$ cat config.mk
export PLATFORM = sky130hd
export DESIGN_NAME = datapath_param
export DESIGN_NICKNAME = d
export VERILOG_FILES = /design/src/rtl/datapath_param.sv
export SDC_FILE = /design/constraint.sdc
export NUM_CORES = 1
export LEC_CHECK = 0
export ABC_CLOCK_PERIOD_IN_PS = 6000
export BUFFER_PORTS_ARGS = -buffer_cell sky130_fd_sc_hd__clkbuf_2
export CAP_MARGIN = 20
export CORE_MARGIN = 4
export CORE_UTILIZATION = 62
export CTS_BUF_LIST = sky130_fd_sc_hd__clkbuf_4 sky130_fd_sc_hd__clkbuf_8
export CTS_CLUSTER_SIZE = 30
export DETAILED_ROUTE_END_ITERATION = 16
export GPL_TIMING_DRIVEN = 0
export PLACE_DENSITY = 0.9
export SETUP_SLACK_MARGIN = 0.02
export SYNTH_ARGS = -nofsm -noshare
export SYNTH_HDL_FRONTEND = slang
export SYNTH_SLANG_ARGS = --single-unit
$ cat constraint.sdc
create_clock -name clk -period 6 [get_ports clk]
set_input_delay 1.2 -clock clk [delete_from_list [all_inputs] [get_ports clk]]
set_output_delay 1.2 -clock clk [all_outputs]
set_load 0.05 [all_outputs]
$ cat src/rtl/datapath_param.sv
// Parametrised register-file/ALU datapath: lane-selected or ALU write-back into
// an NB_REGS-entry file, two combinational read ports, registered result and flag.
module datapath_param #(
   parameter int DATA_W  = 8,
   parameter int NB_IN   = 8,
   parameter int NB_REGS = 16,
   parameter int OUT_W   = 7
) (
   input  logic                         clk,
   input  logic                         rst,
   input  logic [NB_IN*DATA_W-1:0]      InPort,
   input  logic [((NB_IN > 1) ? $clog2(NB_IN) : 1)-1:0]     Sel,
   input  logic                         Wen,
   input  logic                         WSrc,
   input  logic [((NB_REGS > 1) ? $clog2(NB_REGS) : 1)-1:0] WA,
   input  logic [((NB_REGS > 1) ? $clog2(NB_REGS) : 1)-1:0] RAA,
   input  logic [((NB_REGS > 1) ? $clog2(NB_REGS) : 1)-1:0] RAB,
   input  logic [2:0]                   Op,
   output logic [OUT_W-1:0]             OutPort,
   output logic                         Flag
);

   localparam int SEL_W = (NB_IN > 1) ? $clog2(NB_IN) : 1;
   localparam int AW    = (NB_REGS > 1) ? $clog2(NB_REGS) : 1;
   localparam logic [AW:0]    NB_REGS_L = (AW+1)'(NB_REGS);
   localparam logic [SEL_W:0] NB_IN_L   = (SEL_W+1)'(NB_IN);
   localparam logic [DATA_W-1:0] ZERO   = {DATA_W{1'b0}};

   logic [DATA_W-1:0] regs_q [NB_REGS];
   logic [DATA_W-1:0] lanes_s [NB_IN];
   logic [DATA_W-1:0] lane_s;
   logic [DATA_W-1:0] a_s;
   logic [DATA_W-1:0] b_s;
   logic [DATA_W:0]   sum_s;
   logic [DATA_W-1:0] alu_res_s;
   logic              alu_c_s;
   logic [DATA_W-1:0] wdata_s;
   logic [OUT_W-1:0]  out_d;
   logic [OUT_W-1:0]  out_q;
   logic              flag_d;
   logic              flag_q;

   for (genvar g = 0; g < NB_IN; g++) begin : g_lane
      assign lanes_s[g] = InPort[g*DATA_W +: DATA_W];
   end

   // Lane selection and read ports; out-of-range indices yield zero
   always_comb begin
      lane_s = ZERO;
      a_s    = ZERO;
      b_s    = ZERO;
      if ({1'b0, Sel} < NB_IN_L) begin
         lane_s = lanes_s[Sel];
      end else begin
         lane_s = ZERO;
      end
      if ({1'b0, RAA} < NB_REGS_L) begin
         a_s = regs_q[RAA];
      end else begin
         a_s = ZERO;
      end
      if ({1'b0, RAB} < NB_REGS_L) begin
         b_s = regs_q[RAB];
      end else begin
         b_s = ZERO;
      end
   end

   // ALU: arithmetic ops report carry/borrow, logic ops report a zero result
   always_comb begin
      sum_s     = {1'b0, a_s} + {1'b0, b_s};
      alu_res_s = ZERO;
      alu_c_s   = 1'b0;
      case (Op)
         3'd0: begin
            alu_res_s = sum_s[DATA_W-1:0];
            alu_c_s   = sum_s[DATA_W];
         end
         3'd1: begin
            alu_res_s = a_s - b_s;
            alu_c_s   = (a_s < b_s);
         end
         3'd2:    alu_res_s = a_s & b_s;
         3'd3:    alu_res_s = a_s | b_s;
         3'd4:    alu_res_s = a_s;
         3'd5:    alu_res_s = b_s;
         3'd6:    alu_res_s = a_s ^ b_s;
         3'd7:    alu_res_s = ~a_s;
         default: alu_res_s = ZERO;
      endcase
      if ((Op == 3'd0) || (Op == 3'd1)) begin
         flag_d = alu_c_s;
      end else begin
         flag_d = (alu_res_s == ZERO);
      end
      out_d   = alu_res_s[OUT_W-1:0];
      wdata_s = WSrc ? alu_res_s : lane_s;
   end

   // Register file: no bypass, so writes become visible on the following cycle
   always_ff @(posedge clk) begin
      for (int i = 0; i < NB_REGS; i++) begin
         if (rst) begin
            regs_q[i] <= ZERO;
         end else if (Wen && (WA == AW'(i))) begin
            regs_q[i] <= wdata_s;
         end else begin
            regs_q[i] <= regs_q[i];
         end
      end
   end

   // Output stage follows the ALU with one cycle of latency
   always_ff @(posedge clk) begin
      if (rst) begin
         out_q  <= {OUT_W{1'b0}};
         flag_q <= 1'b0;
      end else begin
         out_q  <= out_d;
         flag_q <= flag_d;
      end
   end

   assign OutPort = out_q;
   assign Flag    = flag_q;

endmodule

Yosys cells after proc, flatten, opt, wreduce, memory -nomap -nowiden
Memories as Yosys holds them, arrays and structs flattened.
Index checks and enable logic that the tools add are counted.

cells by class
  bitwise operators = 37
  equal/unequal tests = 38
  add/sub/neg operators = 2
  reductions and logical operators = 36
  mux-type cells = 137
  magnitude comparators = 2

operator list
  cell                  count
  $mux W8               35
  $mux W1               99
  $pmux W8 S8           1
  $eq A4 B4 Y1 const B  8
  $or A1 B1 Y1          32
  $reduce_and A2 Y1     16
  $bmux W8 S3           1
  $eq A4 B3 Y1 const B  4
  $logic_and A1 B1 Y1   16
  $ne A0 B0 Y1          16
  $eq A3 B3 Y1 const B  4
  $add A8 B8 Y9         1
  $and A8 B8 Y8         1
  $eq A4 B2 Y1 const B  2
  $logic_not A8 Y1      1
  $lt A8 B8 Y1          1
  $not A8 Y8            1
  $or A8 B8 Y8          1
  $sub A8 B8 Y8         1
  $xor A8 B8 Y8         1
  $eq A3 B2 Y1 const B  2
  $eq A4 B1 Y1 const B  1
  $ge A4 B4 Y1 const B  1
  $logic_not A4 Y1      1
  other kinds (5)       5

word-level totals
  output and inout bits = 8
  memory bits (writable) = 128
  input port bits = 86
  memories kept = 1
  flip-flop bits (word level) = 8
  logic and storage cells = 255

memories
  memory  words  width  read ports  clocked after memory_dff  wr ports  RTL line  source
  regs_q  16     8      2           0                         16        29        logic [DATA_W-1:0] regs_q [NB_REGS];

Depth between registers and ports, before layout
Gate-level depths: netlist (run 1).

  depth in word-level cells = 7
  mapped depth = 18
  mapped depth without buffers = 14

Worst setup path before layout (run 1)
OpenSTA, ideal clock, no wires.

  kind = input -> register
  start point = input port RAB[0] (netlist bit)
  end point = memory regs_q[4][6] (data pin)
  stages = 16
  slack = 1.006 ns
  arrival time = 4.850 ns
  setup time = 0.144 ns
  path buffers = 3
  cells stage by stage = buf_2 > buf_2 > mux4_2 > mux2_2 > mux2i_1 > inv_1 > ha_1 > fa_1 > a211oi_1 > o21ai_0 > a21oi_1 > xnor2_1 > a22o_1 > mux2_2 > buf_2 > nor2_1

RTL lines
  what                RTL line  source
  start: declaration  17        input logic [((NB_REGS > 1) ? $clog2(NB_REGS) : 1)-1:0] RAB,
  end: declaration    29

==> metrics.yaml, run 1 <==
sta:
  hold_viol_final: 0
  setup-tns-final_ns: 0
  slew_viol_final: 0
  max_slew.worst_pin.slew_ns: 1.27
  setup_viol: 0
  fmax_mhz: 176
  finalClockSkew_ns: 0.0164
  post-route-period-util_pct: 94.8
  min_period_ns: 5.69
  slew_headroom_pct: 15.0
  rsz0062_at_grt: "false"
yosys:
  synth_edf_count: 128
  synth_nets: 906
  synth.top_cell.area_share_pct: 41.1
  ys_seq_area_share_pct: 42.8
  synth_area_per_cell_sq_um: 11.8
  synthDistinctLibCells: 74
  syn_area_sq_um: 9350
  synth_area_leaders: "edfxtp_1 41%, mux4_2 19%, nor2_1 5.5%"
  ys_ff_latch: 136
  synthArstFlopShare_pct: 0
  synth_warnings: 0
  yosys_most_used_dff: "edfxtp_1"
  synth_top_cell_by_area: "edfxtp_1"
  postSynthCellCount: 794
pwr:
  combPwrFrac_pct: 26.2
  internal-power_w: 0.00176
  p_seq_share_pct: 42.6
  clockPowerShare_pct: 31.2
  power_leakage_nw: 4.09
  p_sw_w: 0.000840
  ir_drop_uv: 207
  power.density_nw_per_um2: 249
  swShare_pct: 32.3
detailed_routing:
  wl_met2_mm: 13.6
  ant_nets: 0
  wirelength_mm: 29.3
  drt_iter0_markers: 1418
  routedWlPerCell_um: 26.8
  highest_layer: "met4"
  viasPerCell: 7.33
  met3_length_mm: 4.70
  wl_met1_mm: 9.15
  drtPass1Iterations: 7
  drc: 0
  vias: 8025
global_routing:
  gr-usage-all-layers_pct: 35.3
  grt_max_degree: 17
  grt_pass1_vias: 7847
  antenna_found_initial: 0
  overflow: 0
  grt_pass1_wl_mm: 44.0
flow_run:
  cap_violations: 0
clocking:
  clk_pin_slew_worst_paths_ns: 0.08
  h-tree-depth: 4
  cts_tree: "built"
  post_cts_buffers: 0
  ctsHoldBuffers: 0
  cts_made_buffers: 17
  cts.sinks: 136
  root_buffer: "clkbuf_8"
  clockBufferDepth: 2
  clkLatencyLatePin_ns: 0.47
floorplanning:
  start_util_pct: 63.9
  rows: 44
  dieWidth_um: 131
  core_area_sq_um: 14600
  pin_count: 94
  fp.dieH_um: 131
  die_area_sq_um: 17100
setup_path:
  path_max_fanout: 10
  critPathLaunchType: "input pin"
  critPathRequiredTime_ns: 6.18
  reg2regPathDepth: 13
  endpoint_kind: "flop"
  r2r_slack_ns: 1.50
  cp.arrival_ns: 5.87
  worstSetupPathType: "in -> reg"
cells_and_area:
  final_layout_size_suffix_gt1_share_pct: 28.4
  syn2layout_area_growth_pct: 11.6
  final_area_sq_um: 10400
  diodes: 0
  final_net_count: 1011
placed_design:
  gp_congestion: 0.997
  dpl_cell_area_sq_um: 10000
  io_buffers: 83
  hpwl_mm: 21.4
hold_path:
  min_path_type: "reg -> reg"
  hold_depth: 5
outcome:
  outcome: "finished clean"
worst max-delay path: stages:
cell and delay (ns):
buf_2 0.19, buf_2 0.43, buf_2 0.50, mux4_2 0.62, nand2_1 0.10, and3_1 0.39
ha_1 0.25, o21bai_1 0.07, a21oi_1 0.25, o21bai_1 0.13, a21o_1 0.22, a221oi_1 0.40
mux2i_2 0.57, clkbuf_1 0.37, a21oi_1 0.15
Yosys cell counts, drive strengths merged (3+ instances only):
| master | n |
|---|---|
| mux4 | 79 |
| a311oi | 3 |
| a22oi | 7 |
| o21ai | 17 |
| nor2 | 147 |
| nand2b | 9 |
| edfxtp | 128 |
| dfxtp | 8 |
| a211oi | 7 |
| inv | 27 |
| clkbuf | 30 |
| nand3 | 24 |
| and2 | 5 |
| a2bb2oi | 3 |
| mux2 | 17 |
| mux2i | 38 |
| nor2b | 17 |
| nand2 | 40 |
| nand3b | 5 |
| a21o | 9 |
| a22o | 4 |
| o21bai | 17 |
| nor3 | 4 |
| a41oi | 3 |
| buf | 32 |
| and3 | 5 |
| ha | 24 |
| a21oi | 29 |
| o22ai | 8 |
cell usage in the layout (no fill, tap or decap), drive strengths merged, types with 3 or more instances in the layout:
cell type,netlist,routed
nor2b,17,17
a41oi,3,3
edfxtp,128,128
bufinv,0,3
o21ai,17,17
a21o,9,9
nand2,40,40
clkbuf,30,131
mux4,79,79
a2bb2oi,3,3
and2,5,5
a211oi,7,7
nand3,24,24
nand3b,5,5
dfxtp,8,8
nor2,147,147
mux2,17,17
o22ai,8,8
inv,27,31
clkinv,0,4
nand2b,9,9
a311oi,3,3
and3,5,5
a22o,4,4
o21bai,17,17
nor3,4,4
a21oi,29,29
a22oi,7,7
ha,24,24
mux2i,38,38
buf,32,35
sequential cells by signal, summed over array words and instances (netlist names):
signal	cells
regs_q	128
Flag	1
OutPort	7
area by class of cell:
type	instances	area, sq um
fillers	944	4210
clock buffers	18	241
repair buffers	86	438
plain buffers	62	298
well taps	184	230
multi-input cells	569	4960
inverters	27	101
flip-flops and latches	136	4000
clock inverters	13	169
timing repair:
| item | CTS | global route |
|---|---|---|
| endpoints found under the setup margin | 0 | 20 |
| gates resized for setup | 0 | 2 |
| hold endpoints to repair | 0 | 0 |
power groups by stage:
stage / sequential (W) / clock [W] / combinational [W]
after CTS: 0.00111 / 0.000798 / 0.000656
final: 0.00111 / 0.000810 / 0.000682
after global placement: 0.00112 / 0 / 0.000635
after global routing: 0.00111 / 0.000838 / 0.000723
after detailed placement: 0.00113 / 0 / 0.000653
after floorplan: 0.00114 / 0 / 0.000444
path summary, 6_finish.rpt:
path                startpoint            end
setup / recovery        RAB[0]  regs_q[15][7]
hold / removal    regs_q[8][2]     OutPort[2]
setup reg to reg  regs_q[3][2]  regs_q[15][7]
hold reg to reg   regs_q[8][2]     OutPort[2]
logic make-up (layout without fill, tap and decap cells):
logic type	count (synthesis)	in the layout	share of synthesized area, %
buf+inv	89	206	4.27
mux	134	134	25.2
compound gates	134	134	10.3
fa+ha+maj	26	26	3.64
flops	136	136	42.8
xor+xnor	3	3	0.281
simple gates	272	272	13.5
routing by layer:
metal / up-vias / track usage (%)
li1: 3243 / -
met1: 3739 / 44.5
met2: 875 / 54.8
met3: 168 / 11.3
met4: 0 / 19.3
met5: - / 0
metrics by stage:
stage	cells	utilization (%)	power (W)	hold slack (ns)	setup WS [ns]
after CTS	1092	71.1	0.00256	1.13	0.305
after floorplan	794	-	0.00158	0.978	1.01
after global routing	1095	71.3	0.00267	1.17	0.0806
after detailed placement	1061	68.3	0.00178	1.13	-0.197
final	1095	71.3	0.00260	1.16	0.311
after global placement	1061	68.3	0.00176	1.09	-0.0558
(Power assumes the default switching activity.)
==> run 2: changes to the inputs <==
--- a/config.mk
+++ b/config.mk
@@ -8,8 +8,10 @@
 export ABC_CLOCK_PERIOD_IN_PS = 6000
 export BUFFER_PORTS_ARGS = -buffer_cell sky130_fd_sc_hd__clkbuf_2
 export CAP_MARGIN = 20
+export CELL_PAD_IN_SITES_DETAIL_PLACEMENT = 1
+export CELL_PAD_IN_SITES_GLOBAL_PLACEMENT = 1
 export CORE_MARGIN = 4
-export CORE_UTILIZATION = 62
+export CORE_UTILIZATION = 50
 export CTS_BUF_LIST = sky130_fd_sc_hd__clkbuf_4 sky130_fd_sc_hd__clkbuf_8
 export CTS_CLUSTER_SIZE = 30
 export DETAILED_ROUTE_END_ITERATION = 16
==> run 2 against run 1 <==
Utilization down 13 points; maximum frequency down 2.3%; combinational power up 4.1%; die area up 22%; clock power down 3.6%; sequential share of layout area down 0.34 points; non-clock buffer count up 7; largest power group unchanged.
==> metrics.yaml, run 2 (synthesis results as in run 1) <==
cells_and_area:
  stdcell_count: 1148
  diodes: 0
  largest_register_ffs: 128
  final_net_count: 1018
  final_util_pct: 57.8
  final_layout_size_suffix_gt1_share_pct: 28.9
  final_common_cell: "nor2_1"
  final_cell_mix: "138 x nor2_1, 128 x edfxtp_1, 83 x clkbuf_2"
  largest_register: "regs_q"
  syn2layout_area_growth_pct: 12.6
  final_area_sq_um: 10500
sta:
  max_slew.worst_pin.slew_ns: 1.15
  finalClockSkew_ns: 0.0175
  fmax_mhz: 172
  min_period_ns: 5.82
  hold_viol_final: 0
  setup_viol: 0
  slew_viol_final: 0
  post-route-period-util_pct: 97.0
  timing.final.ws_setup_ns: 0.177
  rsz0062_at_grt: "false"
  slew_headroom_pct: 23.5
  hold_ws_ns: 1.24
placed_design:
  dpl.cell_count: 1106
  hpwl_mm: 25.1
  dpl_worst_slack_ns: -0.285
  io_buffers: 83
  gp_congestion: 0.957
  dpl_cell_area_sq_um: 10100
setup_path:
  r2r_slack_ns: 1.39
  slowest_delay_ns: 0.64
  cp.arrival_ns: 6.03
  critPathRequiredTime_ns: 6.21
  path_max_fanout: 10
  reg2regPathDepth: 14
  endpoint_kind: "flop"
  critPathSlowestCell: "a21oi_1"
  worstReg2RegStart: "regs_q[4][0]"
  critPathLaunchType: "input pin"
  cpLargestDelayFamily: "compound AO/OA/AOI/OAI gates"
  path_cells: "buf_2 > buf_2 > buf_2 > mux4_2 > nand2_1 > and3_1 > inv_1 > ha_1 > a21oi_1 > o21bai_1 > a221o_1 > a222oi_1 > nor2_1 > a21oi_1 > buf_2 > nor2_1"
  worstSetupPathType: "in -> reg"
  r2r-end: "regs_q[9][6]"
  crit_buf_inv: 5
  crit_top_cell: "buf_2"
clocking:
  clk_pin_slew_worst_paths_ns: 0.09
  h-tree-depth: 4
  clockBufferDepth: 2
  cts_made_buffers: 17
  root_buffer: "clkbuf_8"
  cts_tree: "built"
  cts.sinks: 136
  ctsHoldBuffers: 0
  clkLatencyLatePin_ns: 0.48
hold_path:
  hold_depth: 5
  whs_endpoint: "OutPort[2]"
  min_path_type: "reg -> reg"
  hp-start: "regs_q[11][2]"
detailed_routing:
  ant_nets: 0
  vias: 8019
  viasPerCell: 6.99
  drtPass1Iterations: 5
  highest_layer: "met4"
  wl_met1_mm: 11.9
  drt_iter0_markers: 1039
  met3_length_mm: 3.59
  wl_met2_mm: 16.6
  wirelength_mm: 33.9
  drc: 0
  routedWlPerCell_um: 29.5
floorplanning:
  fp.dieH_um: 145
  dieWidth_um: 145
  core_area_sq_um: 18200
  die_area_sq_um: 21000
  pin_count: 94
  start_util_pct: 51.4
  rows: 49
pwr:
  ir_drop_uv: 155
  power_leakage_nw: 4.11
  power.density_nw_per_um2: 247
global_routing:
  antenna_found_initial: 0
  grt_max_degree: 17
  gr-usage-all-layers_pct: 32.9
  grt_pass1_vias: 8419
  overflow: 0
  grt_pass1_wl_mm: 49.9
outcome:
  outcome: "finished clean"
flow_run:
  cap_violations: 0
## run 2: tightest hold or removal path: stages, from the launching register on
cell      delay, ns
edfxtp_1       0.35
mux4_2         0.28
mux2i_1        0.11
o211ai_1       0.15
o41ai_2        0.17
nor2b_1        0.15
## run 2: metal layers
metal / vias to the layer above / track usage, %
li1: 3258 / -
met1: 3994 / 40.3
met2: 630 / 55.2
met3: 137 / 7.20
met4: 0 / 16.2
met5: - / 0
## run 2: how the worst max path moves through the flow
stage	from	endpoint	slack, ns	cells after the start
floorplan	RAB[0]	regs_q[4][6]	1.01	16
global placement	RAB[0]	regs_q[5][3]	-0.12	16
detailed placement	RAA[1]	regs_q[12][7]	-0.29	18
CTS	RAA[1]	regs_q[12][7]	0.20	18
global route	RAB[0]	regs_q[9][3]	0.03	16
finish	RAB[0]	regs_q[3][3]	0.18	16
## run 2: through the flow
step,setup TNS [ns],total power [W]
4_1_cts,0,0.00256
3_3_place_gp,-1.92,0.00177
5_1_grt,0,0.00267
6_report,0,0.00260
3_5_place_dp,-5.18,0.00181
2_1_floorplan,0,0.00158
## run 2: cell type report
class	count	area (sq um)
Fill cell	1949	7680
Multi-Input combinational cell	569	4950
Sequential cell	136	4000
Timing Repair Buffer	93	494
Buffer	62	298
Tap cell	229	287
Clock buffer	17	234
Clock inverter	15	160
Inverter	27	101
## run 2: report_power, final
part,internal [W],total [W],switching [W],leakage [nW]
combinational,0.000263,0.000710,0.000447,2.53
sequential,0.00108,0.00111,0.0000266,1.39
clock,0.000345,0.000781,0.000436,0.195
total,0.00169,0.00260,0.000909,4.11
## run 2: repair_timing
item / in CTS / in global routing
resized for setup: 0 / 1
buffers inserted: 0 / 1
endpoints found under the setup margin: 0 / 10
==> run 3: changes to the inputs <==
--- a/config.mk
+++ b/config.mk
@@ -5,18 +5,19 @@
 export SDC_FILE = /design/constraint.sdc
 export NUM_CORES = 1
 export LEC_CHECK = 0
-export ABC_CLOCK_PERIOD_IN_PS = 6000
+export ABC_AREA = 1
+export ABC_CLOCK_PERIOD_IN_PS = 7220
 export BUFFER_PORTS_ARGS = -buffer_cell sky130_fd_sc_hd__clkbuf_2
 export CAP_MARGIN = 20
 export CELL_PAD_IN_SITES_DETAIL_PLACEMENT = 1
 export CELL_PAD_IN_SITES_GLOBAL_PLACEMENT = 1
 export CORE_MARGIN = 4
-export CORE_UTILIZATION = 50
+export CORE_UTILIZATION = 49
 export CTS_BUF_LIST = sky130_fd_sc_hd__clkbuf_4 sky130_fd_sc_hd__clkbuf_8
 export CTS_CLUSTER_SIZE = 30
 export DETAILED_ROUTE_END_ITERATION = 16
 export GPL_TIMING_DRIVEN = 0
-export PLACE_DENSITY = 0.9
+export PLACE_DENSITY = 0.95
 export SETUP_SLACK_MARGIN = 0.02
 export SYNTH_ARGS = -nofsm -noshare
 export SYNTH_HDL_FRONTEND = slang
==> constraint.sdc (replaced) <==
create_clock -name clk -period 7.22 [get_ports clk]
set_input_delay 1.444 -clock clk [delete_from_list [all_inputs] [get_ports clk]]
set_output_delay 1.444 -clock clk [all_outputs]
set_load 0.05 [all_outputs]
==> run 3 against run 2 <==
Utilization fell by 1.6 points; clock-buffer cell count unchanged; power down 14%; global-route usage up 1.5 points; sequential share of layout area is 1.5 points lower; largest cell class unchanged.
==> metrics.yaml, run 3 <==
setup_path:
  endpoint_kind: "flop"
  critPathSlowestCell: "clkbuf_1"
  path_max_fanout: 10
  cp.arrival_ns: 5.19
  crit_buf_inv: 5
  path_cells: "clkbuf_2 > inv_2 > clkbuf_1 > nand3_1 > nand3_1 > nand3_1 > nand2_1 > inv_1 > fa_1 > or2_2 > nand3_1 > nand4_1 > a21oi_1 > nand2_1 > nand2_1 > nor2_1 > a31oi_4 > buf_6 > nor2_1"
  critPathLaunchType: "input pin"
  critPathRequiredTime_ns: 7.45
  cpLargestDelayFamily: "simple AND/OR/NAND/NOR gates"
  slowest_delay_ns: 0.58
  worstSetupPathType: "in -> reg"
  crit_top_cell: "nand3_1"
detailed_routing:
  ant_nets: 0
  drtPass1Iterations: 6
  routedWlPerCell_um: 22.5
  vias: 10300
  drt_iter0_markers: 1240
  viasPerCell: 6.09
  drc: 0
  wirelength_mm: 38.2
sta:
  min_period_ns: 4.96
  slew_headroom_pct: 28.7
  rsz0062_at_grt: "false"
  setup-tns-final_ns: 0
  timing.final.ws_setup_ns: 2.26
  setup_viol: 0
  finalClockSkew_ns: 0.0176
  hold_viol_final: 0
  max_slew.worst_pin.slew_ns: 1.06
  post-route-period-util_pct: 68.6
  fmax_mhz: 202
  slew_viol_final: 0
pwr:
  power_w: 0.00224
  ir_drop_uv: 127
  combPwrFrac_pct: 26.8
  p_sw_w: 0.000804
  p_seq_share_pct: 40.9
  power_leakage_nw: 4.99
  power.density_nw_per_um2: 205
  internal-power_w: 0.00144
  clockPowerShare_pct: 32.3
  swShare_pct: 35.9
clocking:
  root_buffer: "clkbuf_8"
  cts_resized: 0
  clk_pin_slew_worst_paths_ns: 0.10
  cts.sinks: 136
  clockBufferDepth: 2
  cts_tree: "built"
  cts_made_buffers: 17
  clkLatencyLatePin_ns: 0.49
  h-tree-depth: 4
  post_cts_buffers: 0
  ctsHoldBuffers: 0
yosys:
  synth_area_per_cell_sq_um: 7.45
  synth_top_cell_by_area: "edfxtp_1"
  synth_nets: 1416
  yosys-top-cells-count: "292 x nand2_1, 214 x nor2_1, 199 x nand3_1"
  synth_edf_count: 128
  synthArstFlopShare_pct: 0
  yosys_most_used_dff: "edfxtp_1"
  synthDistinctLibCells: 41
  postSynthCellCount: 1304
  synth.top_cell.area_share_pct: 39.6
  yosysMostFrequentCell: "nand2_1"
  synth_area_leaders: "edfxtp_1 40%, nand2_1 11%, nand3_1 10%"
  synth_warnings: 0
  ys_seq_area_share_pct: 41.2
  syn_area_sq_um: 9710
  ys_ff_latch: 136
global_routing:
  grt_pass1_wl_mm: 57.9
  grt_max_degree: 17
  gr-usage-all-layers_pct: 34.4
  grt_pass1_vias: 10700
  overflow: 0
  antenna_found_initial: 0
floorplanning:
  die_area_sq_um: 22100
  core_area_sq_um: 19500
  fp.dieH_um: 149
  dieWidth_um: 149
  start_util_pct: 49.9
  pin_count: 94
  rows: 51
cells_and_area:
  largest_register: "regs_q"
  largest_register_ffs: 128
  final_area_sq_um: 11000
  final_cell_mix: "292 x nand2_1, 214 x nor2_1, 199 x nand3_1"
  final_layout_size_suffix_gt1_share_pct: 14.8
  final_net_count: 1529
  diodes: 0
  final_common_cell: "nand2_1"
  stdcell_count: 1695
  syn2layout_area_growth_pct: 12.8
placed_design:
  dpl_cell_area_sq_um: 10500
  dpl_worst_slack_ns: 1.85
  hpwl_mm: 28.6
  gp_congestion: 0.959
  io_buffers: 86
  dpl.cell_count: 1662
outcome:
  outcome: "finished clean"
flow_run:
  cap_violations: 0
hold_path:
  min_path_type: "reg -> reg"
run 3: cell count changes after synthesis, moves of 28 or more:
cell / before / now
nand2_1: 40 / 292
nand3_1: 24 / 199
inv_1: 27 / 155
mux4_2: 79 / 0
nor2_1: 138 / 214
o211ai_1: 1 / 50
mux2i_1: 38 / 10
run 3: kinds of logic after synthesis:
logic type	after synthesis	share of synthesized area, %
and+or+nand+nor	743	32.4
AOI/OAI and AO/OA	149	10.5
adders and majority gates	26	3.50
buffers and inverters	237	11.1
DFF	136	41.2
xor gates and xnor gates	3	0.271
muxes	10	1.03
run 3: power groups by stage:
| stage | clock network [W] | logic (W) | registers [W] |
|---|---|---|---|
| after floorplan | 0 | 0.000370 | 0.000948 |
| after global placement | 0 | 0.000553 | 0.000931 |
| after detailed placement | 0 | 0.000578 | 0.000934 |
| after CTS | 0.000721 | 0.000584 | 0.000916 |
| after global routing | 0.000758 | 0.000646 | 0.000919 |
| final | 0.000725 | 0.000601 | 0.000916 |
run 3: worst paths after layout:
| path | startpoint | to | slack, ns | depth (start not counted) |
|---|---|---|---|---|
| setup / recovery | RAB[1] | regs_q[9][2] | 2.26 | 19 |
| hold / removal | regs_q[8][4] | OutPort[4] | 1.15 | 7 |
| setup reg to reg | regs_q[3][0] | regs_q[9][2] | 3.50 | 20 |
| hold reg to reg | regs_q[8][4] | OutPort[4] | 1.15 | 7 |
run 3: stage by stage:
| stage | hold WS [ns] | util (%) |
|---|---|---|
| CTS | 1.14 | 56.2 |
| detailed placement | 1.12 | 54.0 |
| global route | 1.23 | 56.3 |
| finish | 1.15 | 56.3 |
| floorplan | 0.861 | - |
| global placement | 1.09 | 53.8 |
run 3: layout make-up:
| class | instances | area, sq um |
|---|---|---|
| Clock inverter | 15 | 204 |
| Timing Repair Buffer | 94 | 473 |
| Inverter | 164 | 616 |
| Multi-Input combinational cell | 931 | 4630 |
| Clock buffer | 17 | 234 |
| Buffer | 73 | 460 |
| Tap cell | 265 | 332 |
| Fill cell | 2506 | 8510 |
| Sequential cell | 136 | 4000 |
run 3: metal layers:
metal	track usage, %	up-vias	wire length, um
li1	-	4548	-
met1	43.9	5024	15100
met2	57.6	617	18300
met3	6.41	131	3360
met4	14.5	0	1430
met5	0	-	0
run 3: tightest hold or removal path, stage by stage (launching register included):
cell	delay, ns
edfxtp_1	0.35
o21ai_0	0.08
nand3_1	0.09
nand3_1	0.11
nand3_1	0.09
nand2_1	0.07
nor2_1	0.24
nor3_1	0.08
